==> src/rtl/systolic_mxu.sv <==
// Output-stationary systolic array computing C = A*B (or C += A*B), with operand skew generated internally.
// o_valid pulses L+1 cycles after accept (L = K+ROWS+COLS-2); i_start is ignored while busy and accepted again in DONE.
module systolic_mxu #(
  parameter int ROWS   = 4,
  parameter int COLS   = 4,
  parameter int K      = 4,
  parameter int DATA_W = 8,
  parameter int ACC_W  = 2*DATA_W + $clog2(K),
  parameter int SIGNED = 0
) (
  input  logic                                 i_clk,
  input  logic                                 i_arst_n,
  input  logic                                 i_start,
  input  logic                                 i_acc,
  input  logic [ROWS-1:0][K-1:0][DATA_W-1:0]   i_a,
  input  logic [K-1:0][COLS-1:0][DATA_W-1:0]   i_b,
  output logic                                 o_ready,
  output logic                                 o_busy,
  output logic                                 o_valid,
  output logic [ROWS-1:0][COLS-1:0][ACC_W-1:0] o_c
);

  localparam int L  = K + ROWS + COLS - 2;
  localparam int TW = (L > 1) ? $clog2(L) : 1;
  localparam logic [TW-1:0] T_LAST = TW'(L - 1);

  typedef enum logic [1:0] {S_IDLE = 2'd0, S_COMPUTE = 2'd1, S_DONE = 2'd2} state_e;

  state_e                                 state_q, state_d;
  logic [TW-1:0]                          t_q, t_d;
  logic [ROWS-1:0][K-1:0][DATA_W-1:0]     a_q;
  logic [K-1:0][COLS-1:0][DATA_W-1:0]     b_q;
  logic [ROWS-1:0][COLS-1:0][DATA_W-1:0]  a_op_q, a_op_d, b_op_q, b_op_d;
  logic [ROWS-1:0][COLS-1:0][ACC_W-1:0]   acc_q, acc_d, acc_nxt, c_q, c_d;
  logic                                   accept, last;

  // Full-width product, sign- or zero-extended to the accumulator width.
  function automatic logic [ACC_W-1:0] mac_term(input logic [DATA_W-1:0] a, input logic [DATA_W-1:0] b);
    logic signed [2*DATA_W-1:0] ps;
    logic        [2*DATA_W-1:0] pu;
    ps = $signed({{DATA_W{a[DATA_W-1]}}, a}) * $signed({{DATA_W{b[DATA_W-1]}}, b});
    pu = {{DATA_W{1'b0}}, a} * {{DATA_W{1'b0}}, b};
    return (SIGNED != 0) ? ACC_W'(ps) : ACC_W'(pu);
  endfunction

  always_comb begin
    accept  = i_start && (state_q != S_COMPUTE);
    last    = (state_q == S_COMPUTE) && (t_q == T_LAST);
    state_d = state_q;
    t_d     = '0;
    case (state_q)
      S_IDLE:    if (accept) state_d = S_COMPUTE;
      S_COMPUTE: begin
        if (last) state_d = S_DONE;
        else      t_d = t_q + 1'b1;
      end
      S_DONE:    state_d = accept ? S_COMPUTE : S_IDLE;
      default:   state_d = S_IDLE;
    endcase
  end

  // a_op_q/b_op_q hold the operands each PE multiplies this cycle; the edge
  // column/row is loaded with the skewed element for the following t.
  always_comb begin
    a_op_d = '0;
    b_op_d = '0;
    if (accept) begin
      a_op_d[0][0] = i_a[0][0];
      b_op_d[0][0] = i_b[0][0];
    end else if (state_q == S_COMPUTE && !last) begin
      for (int i = 0; i < ROWS; i++)
        for (int k = 0; k < K; k++)
          if (i + k == int'(t_q) + 1) a_op_d[i][0] = a_q[i][k];
      for (int j = 0; j < COLS; j++)
        for (int k = 0; k < K; k++)
          if (j + k == int'(t_q) + 1) b_op_d[0][j] = b_q[k][j];
      for (int i = 0; i < ROWS; i++)
        for (int j = 1; j < COLS; j++)
          a_op_d[i][j] = a_op_q[i][j-1];
      for (int i = 1; i < ROWS; i++)
        for (int j = 0; j < COLS; j++)
          b_op_d[i][j] = b_op_q[i-1][j];
    end
  end

  always_comb begin
    for (int i = 0; i < ROWS; i++)
      for (int j = 0; j < COLS; j++)
        acc_nxt[i][j] = acc_q[i][j] + mac_term(a_op_q[i][j], b_op_q[i][j]);
    acc_d = acc_q;
    if (accept) begin
      if (!i_acc) acc_d = '0;
    end else if (state_q == S_COMPUTE) begin
      acc_d = acc_nxt;
    end
    c_d = last ? acc_nxt : c_q;
  end

  always_ff @(posedge i_clk or negedge i_arst_n) begin
    if (!i_arst_n) begin
      state_q <= S_IDLE;
      t_q     <= '0;
      a_q     <= '0;
      b_q     <= '0;
      a_op_q  <= '0;
      b_op_q  <= '0;
      acc_q   <= '0;
      c_q     <= '0;
    end else begin
      state_q <= state_d;
      t_q     <= t_d;
      a_op_q  <= a_op_d;
      b_op_q  <= b_op_d;
      acc_q   <= acc_d;
      c_q     <= c_d;
      if (accept) begin
        a_q <= i_a;
        b_q <= i_b;
      end
    end
  end

  assign o_ready = (state_q != S_COMPUTE);
  assign o_busy  = (state_q == S_COMPUTE);
  assign o_valid = (state_q == S_DONE);
  assign o_c     = c_q;

endmodule

==> config.mk <==
export PLATFORM = sky130hd
export DESIGN_NAME = systolic_mxu
export DESIGN_NICKNAME = d
export VERILOG_FILES = /design/src/rtl/systolic_mxu.sv
export SDC_FILE = /design/constraint.sdc
export NUM_CORES = 2
export LEC_CHECK = 0
export ABC_AREA = 0
export CAP_MARGIN = 15
export CORE_MARGIN = 3
export CORE_UTILIZATION = 30
export DETAILED_ROUTE_END_ITERATION = 10
export PLACE_DENSITY_LB_ADDON = 0.05
export SYNTH_ARGS = -nofsm -noshare
export SYNTH_HDL_FRONTEND = slang
export SYNTH_SLANG_ARGS = --single-unit
==> constraint.sdc <==
create_clock -name i_clk -period 4.6 [get_ports i_clk]
set_clock_uncertainty 0.1 [all_clocks]
set_input_delay 1.38 -clock i_clk [delete_from_list [all_inputs] [get_ports i_clk]]
set_output_delay 1.38 -clock i_clk [all_outputs]
set_load 0.03 [all_outputs]
==> flow_summary.yaml <==
grt:
  grt_pass1_vias: 69500
  antenna_found_initial: 53
  grt_usage: 0.200
  grt_max_degree: 132
  grt_pass1_wl_um: 436000
  overflow: 0
power_and_ir_drop:
  switching_power_mw: 31.5
  pwr-share-comb: 0.582
  powerDensity_nw_per_um2: 651
  ir_worst_vdd_v: 0.000379
  p_clk_frac: 0.175
  internal_power_mw: 41.0
  seqPwrFrac: 0.242
  p_sw_frac: 0.435
  finalPower_mw: 72.5
  p_leak_nw: 55.4
die:
  ios: 551
  dieArea_um2: 283000
  rows: 192
  fp.coreArea_um2: 274000
  initial_core_util: 0.302
  die_y_um: 532
  die_x_um: 532
cts:
  clk_pin_slew_ns: 0.06
  tritoncts: "done"
  cts.sinks: 1094
  ctsHoldBuffers: 0
  cts_buffers: 154
  clk_latency_ns: 0.87
  h-tree-depth: 4
  clock_path_buffers: 4
  cts_root_buffer: "clkbuf_16"
logic_synthesis:
  ys_seq_area_frac: 0.330
  synthCells: 8476
  synth.distinct_cells: 91
  netlist_area_um2: 82900
  synth_commonest_cells: "inv_1 (1,569), nand2_1 (1,318), dfrtp_1 (1,094)"
  synth-edff-count: 0
  ys_ff_latch: 1094
  avgSynthCellArea_um2: 9.78
  synth_top_area_cell: "dfrtp_1"
  syn-num-nets: 10200
  synth_area_leaders: "dfrtp_1 (33%), fa_1 (19%), ha_1 (9.8%)"
  synthArstFlopShare: 1.00
  ys.flop_type: "dfrtp_1"
  synth_top_area_frac: 0.330
  yosys_warnings: 0
  synth_most_common_cell: "inv_1"
detailed_routing:
  wire_per_inst_um: 20.5
  postRouteAntennaNets: 0
  wl_um: 283000
  drc_errors: 0
  post_drt_via_cell_ratio: 4.58
  first_iter_violations: 2713
  vias: 63300
  drt_pass1_iterations: 5
sta:
  finalHoldViolations: 0
  fin_crit_sh: 1.04
  fin_crit_ns: 4.79
  setup_viol: 36
  grt_setup_unrepaired: "true"
  drv_slew: 0
  tightest_slew_ns: 1.05
  hold_slack_ns: 0.359
  finalWorstSetupSlack_ns: -0.191
  max_slew_margin: 0.299
  max_freq_mhz: 209
setup_path:
  critPathTopFamily: "adder cells"
  path_class: "register to register"
  cp_max_fo: 4
  cpMostUsedCell: "fa_1"
  critPathBufInv: 5
  start_kind: "register"
  critPathArrivalTime_ns: 5.37
  cp_cell_sequence: "buf_6, nand2_2, fa_1, fa_1, inv_1, fa_1, inv_2, fa_1, inv_2, ha_4, a211o_1, a211o_1, a41oi_2, buf_4, o21ai_2, a21oi_2, xnor2_2, mux2_2"
  worstSetupEndpointType: "register"
  crit_slowest_cell: "fa_1"
  max_stage_delay_ns: 0.55
  required_ns: 5.18
flow_run:
  maxCapViolations: 0
place:
  gp_congestion: 0.827
  hpwl_um: 219000
  portBuffers: 550
final_layout:
  multi_input_area_um2: 52700
  final_nets: 11700
  drive_above_1_share: 0.264
  nFillCells: 27100
  syn2layout_area_growth_pct: 34.3
  regArea_um2: 27600
hold_path:
  min-delay-path-class: "input port to async pin"
run_status:
  status: "finished, violations left"
  violations: "negative setup slack"
-- flip-flops by register name, indices dropped and copies added, names as in the netlist --
signal / count
acc_q: 288
o_c: 288
a_op_q: 128
a_q: 128
b_op_q: 128
b_q: 128
t_q: 4
state_q: 2
-- timing repair --
action / in CTS / in global routing
setup endpoints to repair: 208 / 234
buffers inserted: 149 / 141
pin swaps: 249 / 480
gates resized for setup: 583 / 747
-- worst register-to-register path: stages (launching register included) --
cell	delay (ns)
dfrtp_2	0.42
buf_6	0.12
nand2_2	0.05
fa_1	0.51
fa_1	0.55
inv_1	0.06
fa_1	0.50
inv_2	0.04
fa_1	0.50
inv_2	0.05
ha_4	0.15
a211o_1	0.31
a211o_1	0.28
a41oi_2	0.22
buf_4	0.18
o21ai_2	0.07
a21oi_2	0.20
xnor2_2	0.09
mux2_2	0.27
-- stage by stage --
step / cell area [µm²] / setup slack, ns / setup TNS [ns] / std cells / util
6_report: 111000 / -0.191 / -2.08 / 13800 / 0.406
2_1_floorplan: 82900 / -0.0294 / -0.0294 / 8476 / -
3_5_place_dp: 98800 / -0.467 / -33.09 / 13300 / 0.361
5_1_grt: 111000 / -0.363 / -16.94 / 13800 / 0.406
4_1_cts: 107000 / -0.221 / -3.44 / 13700 / 0.392
3_3_place_gp: 98800 / -0.376 / -29.26 / 13300 / 0.361
-- layout make-up --
class	instances	area share
inverter	1569	0.0531
clock buffer	208	0.0397
antenna	21	0.000472
sequential	1094	0.248
multi-input combinational	5518	0.474
clock inverter	67	0.00813
timing repair buffer	1663	0.135
tap	3686	0.0414
-- placed cells by master (no fill, tap or decap), types with 31 or more instances in the layout --
cell / n
a21o_1: 56
a21oi_1: 158
a21oi_2: 38
a221o_1: 32
a22o_1: 132
and2_1: 475
and2_4: 86
and3_1: 208
buf_12: 54
buf_4: 920
buf_6: 139
clkbuf_16: 158
clkdlybuf4s50_1: 548
dfrtp_1: 907
dfrtp_2: 187
fa_1: 733
fa_2: 67
ha_1: 533
ha_4: 103
inv_1: 1456
inv_2: 110
mux2_2: 290
nand2_1: 1240
nand2_2: 66
nand2b_1: 32
nor2_1: 137
nor3_1: 35
o21a_1: 42
o21ai_0: 221
o21ai_1: 58
o21ai_2: 48
o22ai_1: 31
xnor2_1: 107
xnor2_2: 45
xor2_1: 31
-- cells by family after synthesis --
family | synth area share
simple gates | 0.141
xor+xnor | 0.0213
buf+inv | 0.0856
mux | 0.0420
compound gates | 0.0892
fa+ha+maj | 0.291
flops | 0.330
-- routing by layer --
layer | up-vias | wire [µm] | GRT usage
met5 | - | 248 | 0
met1 | 32000 | 129000 | 0.269
met2 | 928 | 135000 | 0.335
met3 | 320 | 12200 | 0.0334
li1 | 30000 | - | -
met4 | 38 | 6870 | 0.0458
-- power by group through the flow --
stage	registers, mW	clock network (mW)	logic (mW)
3_5_place_dp	17.8	0	37.0
3_3_place_gp	17.7	0	36.9
4_1_cts	17.7	13.2	39.7
6_report	17.6	12.7	42.2
2_1_floorplan	18.6	0	18.5
5_1_grt	18.1	13.5	46.8
-- worst paths after layout --
kind	cells after the start	from	to	slack [ns]
worst min-delay path	1	i_arst_n	o_c[268]	0.36
worst min register to register	2	o_c[186]	o_c[186]	0.37
min in group i_clk	2	o_c[186]	o_c[186]	0.37
worst max-delay path	18	b_op_q[42]	o_c[105]	-0.19
worst max register to register	18	b_op_q[42]	o_c[105]	-0.19
max in group asynchronous	2	i_arst_n	b_op_q[59]	2.81
No activity file was read; power rests on OpenSTA's default activity.
